File: src/rtl/i2c_slave.sv
// I2C slave bridging a two-wire bus to an 8-bit address / 8-bit data memory port.
// One transaction: device address + R/W, memory address, then one data byte.
module i2c_slave #(
    parameter int ID_W = 7,
    parameter int AW   = 8,
    parameter int DW   = 8
) (
    input  logic            clk,
    input  logic            reset,
    input  logic [ID_W-1:0] id,
    input  logic            scl,
    input  logic            sda_i,
    output logic            sda_oe,
    output logic            ce,
    output logic            rden,
    output logic            wren,
    output logic [AW-1:0]   addr,
    output logic [DW-1:0]   wdata,
    input  logic [DW-1:0]   rdata,
    output logic [3:0]      state,
    output logic [7:0]      s_a_b_m
);

    typedef enum logic [3:0] {
        IDLE       = 4'd0,
        DEV_ADDR   = 4'd1,
        ACK_DEV    = 4'd2,
        MEM_ADDR   = 4'd3,
        ACK_MEM    = 4'd4,
        READ_DATA  = 4'd5,
        ACK_MASTER = 4'd6,
        WRITE_DATA = 4'd7,
        ACK_WRITE  = 4'd8,
        WAIT       = 4'd9,
        IGNORE     = 4'd10
    } state_t;

    state_t        state_q, state_n;
    logic [3:0]    cnt_q, cnt_n;
    logic [7:0]    shift_q, shift_n;
    logic          rw_q, rw_n;
    logic          ack_q, ack_n;
    logic          rd_cap_q, rd_cap_n;
    logic          sda_oe_n, ce_n, rden_n, wren_n;
    logic [AW-1:0] addr_n;
    logic [DW-1:0] wdata_n;

    logic scl_s1, scl_s2, scl_d;
    logic sda_s1, sda_s2, sda_d;
    logic scl_rise, scl_fall, start_det, stop_det;
    logic [7:0] shifted;

    // Bus lines idle high, so the synchronizer resets high to avoid a phantom edge.
    always_ff @(posedge clk) begin
        if (reset) begin
            scl_s1 <= 1'b1;
            scl_s2 <= 1'b1;
            scl_d  <= 1'b1;
            sda_s1 <= 1'b1;
            sda_s2 <= 1'b1;
            sda_d  <= 1'b1;
        end else begin
            // NOTE: non-blocking so each flop samples the previous stage's old value.
            scl_s1 <= scl;
            scl_s2 <= scl_s1;
            scl_d  <= scl_s2;
            sda_s1 <= sda_i;
            sda_s2 <= sda_s1;
            sda_d  <= sda_s2;
        end
    end

    assign scl_rise  = scl_s2 & ~scl_d;
    assign scl_fall  = ~scl_s2 & scl_d;
    assign start_det = scl_s2 & scl_d & sda_d & ~sda_s2;
    assign stop_det  = scl_s2 & scl_d & ~sda_d & sda_s2;
    assign shifted   = {shift_q[6:0], sda_s2};

    always_comb begin
        // NOTE: every target gets a default first so no latch is inferred.
        state_n  = state_q;
        cnt_n    = cnt_q;
        shift_n  = shift_q;
        rw_n     = rw_q;
        ack_n    = ack_q;
        rd_cap_n = rden;
        sda_oe_n = sda_oe;
        ce_n     = 1'b0;
        rden_n   = 1'b0;
        wren_n   = 1'b0;
        addr_n   = addr;
        wdata_n  = wdata;

        if (rd_cap_q)
            shift_n = 8'(rdata);

        if (start_det) begin
            state_n  = DEV_ADDR;
            cnt_n    = 4'd0;
            ack_n    = 1'b0;
            rd_cap_n = 1'b0;
            sda_oe_n = 1'b0;
        end else if (stop_det) begin
            state_n  = IDLE;
            cnt_n    = 4'd0;
            ack_n    = 1'b0;
            rd_cap_n = 1'b0;
            sda_oe_n = 1'b0;
        end else begin
            unique case (state_q)
                IDLE: sda_oe_n = 1'b0;
                DEV_ADDR, MEM_ADDR, WRITE_DATA: if (scl_rise) begin
                    shift_n = shifted;
                    cnt_n   = cnt_q + 4'd1;
                    if (cnt_q == 4'd7) begin
                        cnt_n = 4'd0;
                        if (state_q == DEV_ADDR) begin
                            state_n = ACK_DEV;
                        end else if (state_q == MEM_ADDR) begin
                            addr_n  = AW'(shifted);
                            state_n = ACK_MEM;
                        end else begin
                            wdata_n = DW'(shifted);
                            state_n = ACK_WRITE;
                        end
                    end
                end
                ACK_DEV: if (scl_fall) begin
                    if (!ack_q) begin
                        if (shift_q[7:1] == id) begin
                            sda_oe_n = 1'b1;
                            ack_n    = 1'b1;
                            rw_n     = shift_q[0];
                        end else begin
                            state_n = IGNORE;
                        end
                    end else begin
                        sda_oe_n = 1'b0;
                        ack_n    = 1'b0;
                        state_n  = MEM_ADDR;
                    end
                end
                ACK_MEM: if (scl_fall) begin
                    if (!ack_q) begin
                        sda_oe_n = 1'b1;
                        ack_n    = 1'b1;
                        ce_n     = rw_q;
                        rden_n   = rw_q;
                    end else begin
                        ack_n = 1'b0;
                        if (rw_q) begin
                            // The ACK-closing fall also presents the first read bit.
                            sda_oe_n = ~shift_q[7];
                            shift_n  = {shift_q[6:0], 1'b0};
                            cnt_n    = 4'd1;
                            state_n  = READ_DATA;
                        end else begin
                            sda_oe_n = 1'b0;
                            cnt_n    = 4'd0;
                            state_n  = WRITE_DATA;
                        end
                    end
                end
                READ_DATA: if (scl_fall) begin
                    if (cnt_q == 4'd8) begin
                        sda_oe_n = 1'b0;
                        cnt_n    = 4'd0;
                        state_n  = ACK_MASTER;
                    end else begin
                        sda_oe_n = ~shift_q[7];
                        shift_n  = {shift_q[6:0], 1'b0};
                        cnt_n    = cnt_q + 4'd1;
                    end
                end
                ACK_MASTER: begin
                    sda_oe_n = 1'b0;
                    if (scl_rise)
                        state_n = WAIT;
                end
                ACK_WRITE: if (scl_fall) begin
                    if (!ack_q) begin
                        sda_oe_n = 1'b1;
                        ack_n    = 1'b1;
                        ce_n     = 1'b1;
                        wren_n   = 1'b1;
                    end else begin
                        sda_oe_n = 1'b0;
                        ack_n    = 1'b0;
                        state_n  = WAIT;
                    end
                end
                WAIT, IGNORE: sda_oe_n = 1'b0;
                default: begin
                    state_n  = IDLE;
                    sda_oe_n = 1'b0;
                end
            endcase
        end
    end

    always_ff @(posedge clk) begin
        if (reset) begin
            state_q  <= IDLE;
            cnt_q    <= 4'd0;
            shift_q  <= 8'd0;
            rw_q     <= 1'b0;
            ack_q    <= 1'b0;
            rd_cap_q <= 1'b0;
            sda_oe   <= 1'b0;
            ce       <= 1'b0;
            rden     <= 1'b0;
            wren     <= 1'b0;
            addr     <= '0;
            wdata    <= '0;
        end else begin
            state_q  <= state_n;
            cnt_q    <= cnt_n;
            shift_q  <= shift_n;
            rw_q     <= rw_n;
            ack_q    <= ack_n;
            rd_cap_q <= rd_cap_n;
            sda_oe   <= sda_oe_n;
            ce       <= ce_n;
            rden     <= rden_n;
            wren     <= wren_n;
            addr     <= addr_n;
            wdata    <= wdata_n;
        end
    end

    assign state   = state_q;
    assign s_a_b_m = shift_q;

endmodule

File: config.mk
export PLATFORM = sky130hd
export DESIGN_NAME = i2c_slave
export DESIGN_NICKNAME = d
export VERILOG_FILES = /design/src/rtl/i2c_slave.sv
export SDC_FILE = /design/constraint.sdc
export NUM_CORES = 1
export LEC_CHECK = 0
export ABC_CLOCK_PERIOD_IN_PS = 1870
export CORE_MARGIN = 5
export CORE_UTILIZATION = 45
export DETAILED_ROUTE_END_ITERATION = 6
export PLACE_DENSITY = 0.74
export SETUP_SLACK_MARGIN = 0.4
export SYNTH_ARGS = -nofsm -noshare
export SYNTH_HDL_FRONTEND = slang
export SYNTH_SLANG_ARGS = --single-unit
File: constraint.sdc
create_clock -name clk -period 1.87 [get_ports clk]
set_input_delay 0.374 -clock clk [delete_from_list [all_inputs] [get_ports clk]]
set_output_delay 0.374 -clock clk [all_outputs]
set_load 0.02 [all_outputs]
Word level (Yosys, flattened, before mapping)
Index checks and enable logic that the tools add are counted.
- output and inout port bits: 32
- memories: 0
- ROM bits: 0
- RAM bits: 0
- register bits: 45
- word-level logic and storage cells: 151
- latch bits: 0
- input bits: 19
- add/sub/neg operators: 1
- muxes and demuxes: 55
- div/mod/pow operators: 0
- multiply operators: 0
- bitwise logic cells: 21
- shifts and indexed selects: 0
- reductions and logical operators: 17
- order comparisons: 0
- eq/ne operators: 38
- operators by type and width (cell ; count):
    two-way mux 4 bit ; 20
    two-way mux 8 bit ; 9
    inequality test 4 bit (second input constant) ; 10
    one-hot mux 4 bit (7 select lines) ; 1
    one-hot mux 8 bit (3 select lines) ; 1
    AND reduction 12 bit ; 2
    equality test 4 x 3 -> 1 bit (second input constant) ; 5
    inequality test 2 bit (second input constant) ; 10
    two-way mux 1 bit ; 19
    equality test 4 bit (second input constant) ; 4
    inverter 1 bit ; 14
    AND reduction 7 bit ; 2
    one-hot mux 4 bit (3 select lines) ; 1
    AND reduction 6 bit ; 2
    OR reduction 3 bit ; 3
    equality test 4 x 2 -> 1 bit (second input constant) ; 2
    OR reduction 4 bit ; 2
    AND 1 bit ; 7
    equality test 7 bit ; 1
    inequality test 3 bit (second input constant) ; 2
    inequality test 5 bit (second input constant) ; 1
    one-hot mux 1 bit (5 select lines) ; 1
    AND reduction 5 bit ; 1
    adder 4 x 1 -> 4 bit (second input constant) ; 1
    other kinds (10) ; 11

Longest topological paths before layout
- depth after elaboration: 8
- gate-level depth with buffers: 7
- mapped depth without buffers: 7

Least setup slack after synthesis
OpenSTA, ideal clock, no wires.
- kind: flip-flop to flip-flop
- start point: register state_q[3], in the netlist state[3]
- end point: register shift_q[5], in the netlist s_a_b_m[5]
- clock period less this slack: 1.801 ns
- buffers on the path: 2
- cell stages (with the launch flop): 8
- setup time: 0.132 ns
- arrival time: 1.670 ns
- data required time: 1.738 ns
- setup slack: 0.069 ns
- path through: dfxtp_1 > buf_6 > or3b_1 > buf_6 > a21o_4 > o2bb2ai_2 > a221oi_1 > nor3_1
- longest elaborated chain between the ends: 5
- elaborated cells on any way between the ends: 9
- those cells by class: 5 x eq/ne; 3 x mux; 1 x reduce/logical
- ends and longest elaborated chain (element ; line ; RTL):
    start: declaration ; 38 ; state_t state_q, state_n;
    start signal: assignment ; 216 ; state_q <= state_n;
    equality test 4 x 1 -> 1 bit, or another cell as far along ; 110 ; unique case (state_q)
    OR reduction 3 bit ; 110 ;
    one-hot mux 8 bit (3 select lines) * ; 110 ;
    two-way mux 8 bit * ; 103 ; end else if (stop_det) begin
    two-way mux 8 bit * ; 97 ; if (start_det) begin
    end signal: assignment ; 218 ; shift_q <= shift_n;
    end: declaration ; 40 ; logic [7:0] shift_q, shift_n;
Mark *: on every way between the ends. The rest lies on a longest branch, timed or not.
A chain may end at the register's enable or synchronous reset.

Worst setup path in the final report
- start point: register state_q[2], in the netlist state[2]
- end point: register state_q[0], in the netlist state[0]
- longest elaborated chain between the ends: 7
- elaborated cells on any way between the ends: 32
- those cells by class: 22 x eq/ne; 6 x mux; 4 x reduce/logical
- ends and longest elaborated chain (element ; line ; RTL):
    equality test 4 x 1 -> 1 bit ; 110, 117 ;
    two-way mux 4 bit ; 117 ; if (state_q == DEV_ADDR) begin
    two-way mux 4 bit ; 115 ; if (cnt_q == 4'd7) begin
    two-way mux 4 bit ; 112 ; DEV_ADDR, MEM_ADDR, WRITE_DATA: if (scl_rise) begin
    one-hot mux 4 bit (7 select lines) ; 110 ;
    two-way mux 1 bit ; 103 ;
    two-way mux 1 bit ; 97 ;
Parallel ways exist; a longest one is shown, timed or not. The select of a mux whose other input is x is not followed.

==> out/results.tsv <==
stage	metric	value	unit
run_status	status	complete, but fails checks	
run_status	violations	setup timing	
floorplan	ios	51	
critical_path	endpoint	state[0]	
cts	htreeDepth	2	
logic_synthesis	yosysTopAreaCell	dfxtp_1	
power	peakVddDrop	0.393	mV
drt	drc_errors	0	
logic_synthesis	synth_xor_area_share	3.41	%
logic_synthesis	syn_area	2310	µm²
global_routing	antenna_found_initial	0	
floorplan	die_area	6670	µm²
logic_synthesis	yosys-top-cells-count	45 x dfxtp_1, 31 x nor2_1, 21 x nor3_1	
sta	maxSlewHeadroom	67.6	%
logic_synthesis	synth_compound_gate_area_share	16.4	%
critical_path	slowest_delay	440	ps
drt	detail_route.wl_per_cell	18.9	µm
logic_synthesis	yosysSeqAreaShare	39.0	%
critical_path	worstReg2RegEnd	state[0]	
place	place_area	3040	µm²
logic_synthesis	synthTopCellsByArea	dfxtp_1 39%, mux2i_1 8.7%, nor2_1 5.0%	
power	total_power	1730	µW
cts	cts_root_buffer	clkbuf_8	
layout	final_layout_size_suffix_gt1_share	38.6	%
logic_synthesis	synth_top_family_by_area	simple AND/OR/NAND/NOR gates	
place	dp_hpwl	4.52	mm
critical_path	reg2reg_from	state[2]	
sta	holdWs	409	ps
logic_synthesis	syn_area_per_cell	8.68	µm²
floorplan	die_h	81.6	µm
logic_synthesis	synth_nets	287	
hold_path	worst_hold_path_type	reg -> reg	
sta	tightestPinTransition	484	ps
logic_synthesis	synth_cell_types	48	
logic_synthesis	yosysMostFrequentCell	dfxtp_1	
cts	clk_path_buf_depth	2	
critical_path	crit_arrival	2100	ps
layout	final_area	3620	µm²
logic_synthesis	synth-async-reset-ratio	0	%
global_routing	grt_pass1_vias	2343	
critical_path	rr_worst_depth	6	
layout	antenna_cells	0	
drt	routed_wl	7.90	mm
critical_path	required	2070	ps
drt	dr.pass1.iters	4	
layout	final_util	71.8	%
global_routing	grt_use_total	21.7	%
critical_path	path_max_fanout	7	
place	place_congestion	0.918	
critical_path	crit_start	state[2]	
power	powerDensity	476	nW/µm²
sta	min_period_over_period	102	%
critical_path	path_class	reg -> reg	
critical_path	crit_chain	or3b_4 > buf_4 > o31ai_2 > a2bb2oi_4 > a31oi_2 > mux2i_1	
critical_path	crit_path_start_kind	flop	
sta	skew	21.5	ps
sta	slew_violations	0	
layout	fill_cells	353	
critical_path	cp_slowest_cell	or3b_4	
logic_synthesis	synth-simple-area-share	26.1	%
floorplan	row_count	26	
logic_synthesis	ys_ff_latch	45	
logic_synthesis	syn_inst	266	
floorplan	dieWidth	81.6	µm
cts	clock_latency	310	ps
cts	clk_pin_slew	100	ps
drt	drt_iter0_markers	210	
cts	tritoncts	built	
floorplan	core_area	5040	µm²
sta	hold_viol_final	0	
sta	rsz0062_at_grt	yes	
drt	avgViaCountPerCell	5.83	
critical_path	end_kind	flop	
cts	cts.sinks	45	
place	io_buffers	50	
drt	ant_nets	0	
job	cap_violations	0	
global_routing	grt_pass1_wl	11.1	mm
drt	vias	2433	
sta	period_needed	1900	ps
logic_synthesis	synth_edf_count	0	
global_routing	grt_max_degree	25	
sta	clock.fmax	526	MHz
layout	nNetsFinal	367	
global_routing	grt_overflow	0	
power	p_leak	0.00150	µW
floorplan	initial_core_util	45.8	%
sta	worst_slack	-32.8	ps
critical_path	rrSetupSlack	-30	ps
logic_synthesis	muxShareOfSynthArea	9.64	%
cts	cts_hold_buf	0	
logic_synthesis	yosys_warnings	0	
logic_synthesis	synth_fa_ha_area_share	1.08	%
layout	syn_to_final_growth	56.8	%
sta	setup_viol	1	
logic_synthesis	synth_top_area_share	39.0	%
logic_synthesis	synth_flop_cell	dfxtp_1	
cts	numCtsBuffers	5	
routing by layer:
layer	share of wire, %	vias up	GRT usage (%)
met2	48	132	35.7
met5	0	-	0
met4	3.9	0	8.64
met3	8.2	34	5.92
met1	40	1157	26.9
li1	-	1110	-
kinds of logic after synthesis:
family | after synthesis
adders and majority gates | 2
DFF | 45
buffers and inverters | 22
and+or+nand+nor | 115
xor gates and xnor gates | 9
AOI/OAI and AO/OA | 51
muxes | 22
area by class of cell:
type / count / area [µm²] / area share, %
inverter: 7 / 31.3 / 0.864
clock buffer: 5 / 68.8 / 1.90
sequential: 45 / 942 / 26.0
tap: 70 / 87.6 / 2.42
clock inverter: 3 / 21.3 / 0.587
timing repair buffer: 87 / 785 / 21.7
multi-input combinational: 200 / 1690 / 46.6
report_power, final:
part           leakage, µW  switching, µW  total (µW)  internal [µW]
Clock            0.0000445            366         632            266
Combinational      0.00108           67.1         135           67.6
Sequential        0.000372           7.46         959            951
repair_timing:
item | 4_1_cts | 5_1_grt
cloned | 1 | 0
buffers inserted | 10 | 11
pin swaps | 25 | 30
setup endpoints to repair | 67 | 41
gates resized for setup | 89 | 59
metrics by stage:
step	TNS [ps]	cells	worst slack [ps]
3_5_place_dp	-674	387	-193
5_1_grt	-74.1	417	-74.1
4_1_cts	0	406	157
3_3_place_gp	-459	387	-137
6_report	-32.8	417	-32.8
2_1_floorplan	0	266	124
state kept, by name (all words and copies together), names as in the netlist, 4 cells and up:
register  flops
cnt_q         4
s_a_b_m       8
wdata         8
addr          8
state         4
worst max-delay path, delay by kind of cell (launching register included):
| family | cells | cell delay (ps) |
|---|---|---|
| simple gates | 1 | 440 |
| flops | 1 | 410 |
| compound gates | 3 | 460 |
| mux | 1 | 320 |
| buf+inv | 1 | 170 |
worst min path at each step:
| stage | start | end | slack (ps) | cells past startpoint |
|---|---|---|---|---|
| after floorplan | scl_s1 | scl_s2 | 390 | 1 |
| after global placement | scl_s1 | scl_s2 | 390 | 1 |
| after detailed placement | scl_s1 | scl_s2 | 400 | 1 |
| after CTS | scl_s1 | scl_s2 | 420 | 1 |
| after global routing | scl_s1 | scl_s2 | 430 | 1 |
| final | sda_s1 | sda_s2 | 410 | 1 |
placed cells by master (no fill, tap or decap), types with 8 or more instances in the layout:
cell type        synthesis  final
a21oi_1                 12     11
buf_4                    0     23
buf_6                    2     12
clkdlybuf4s50_1          0     11
dfxtp_1                 45     30
dfxtp_4                  0      9
dlygate4sd2_1            0     28
mux2i_1                 20     20
nand2_1                  9      8
nor2_1                  31     30
nor2b_1                 11      9
nor3_1                  21     15
(Power assumes the default switching activity.)
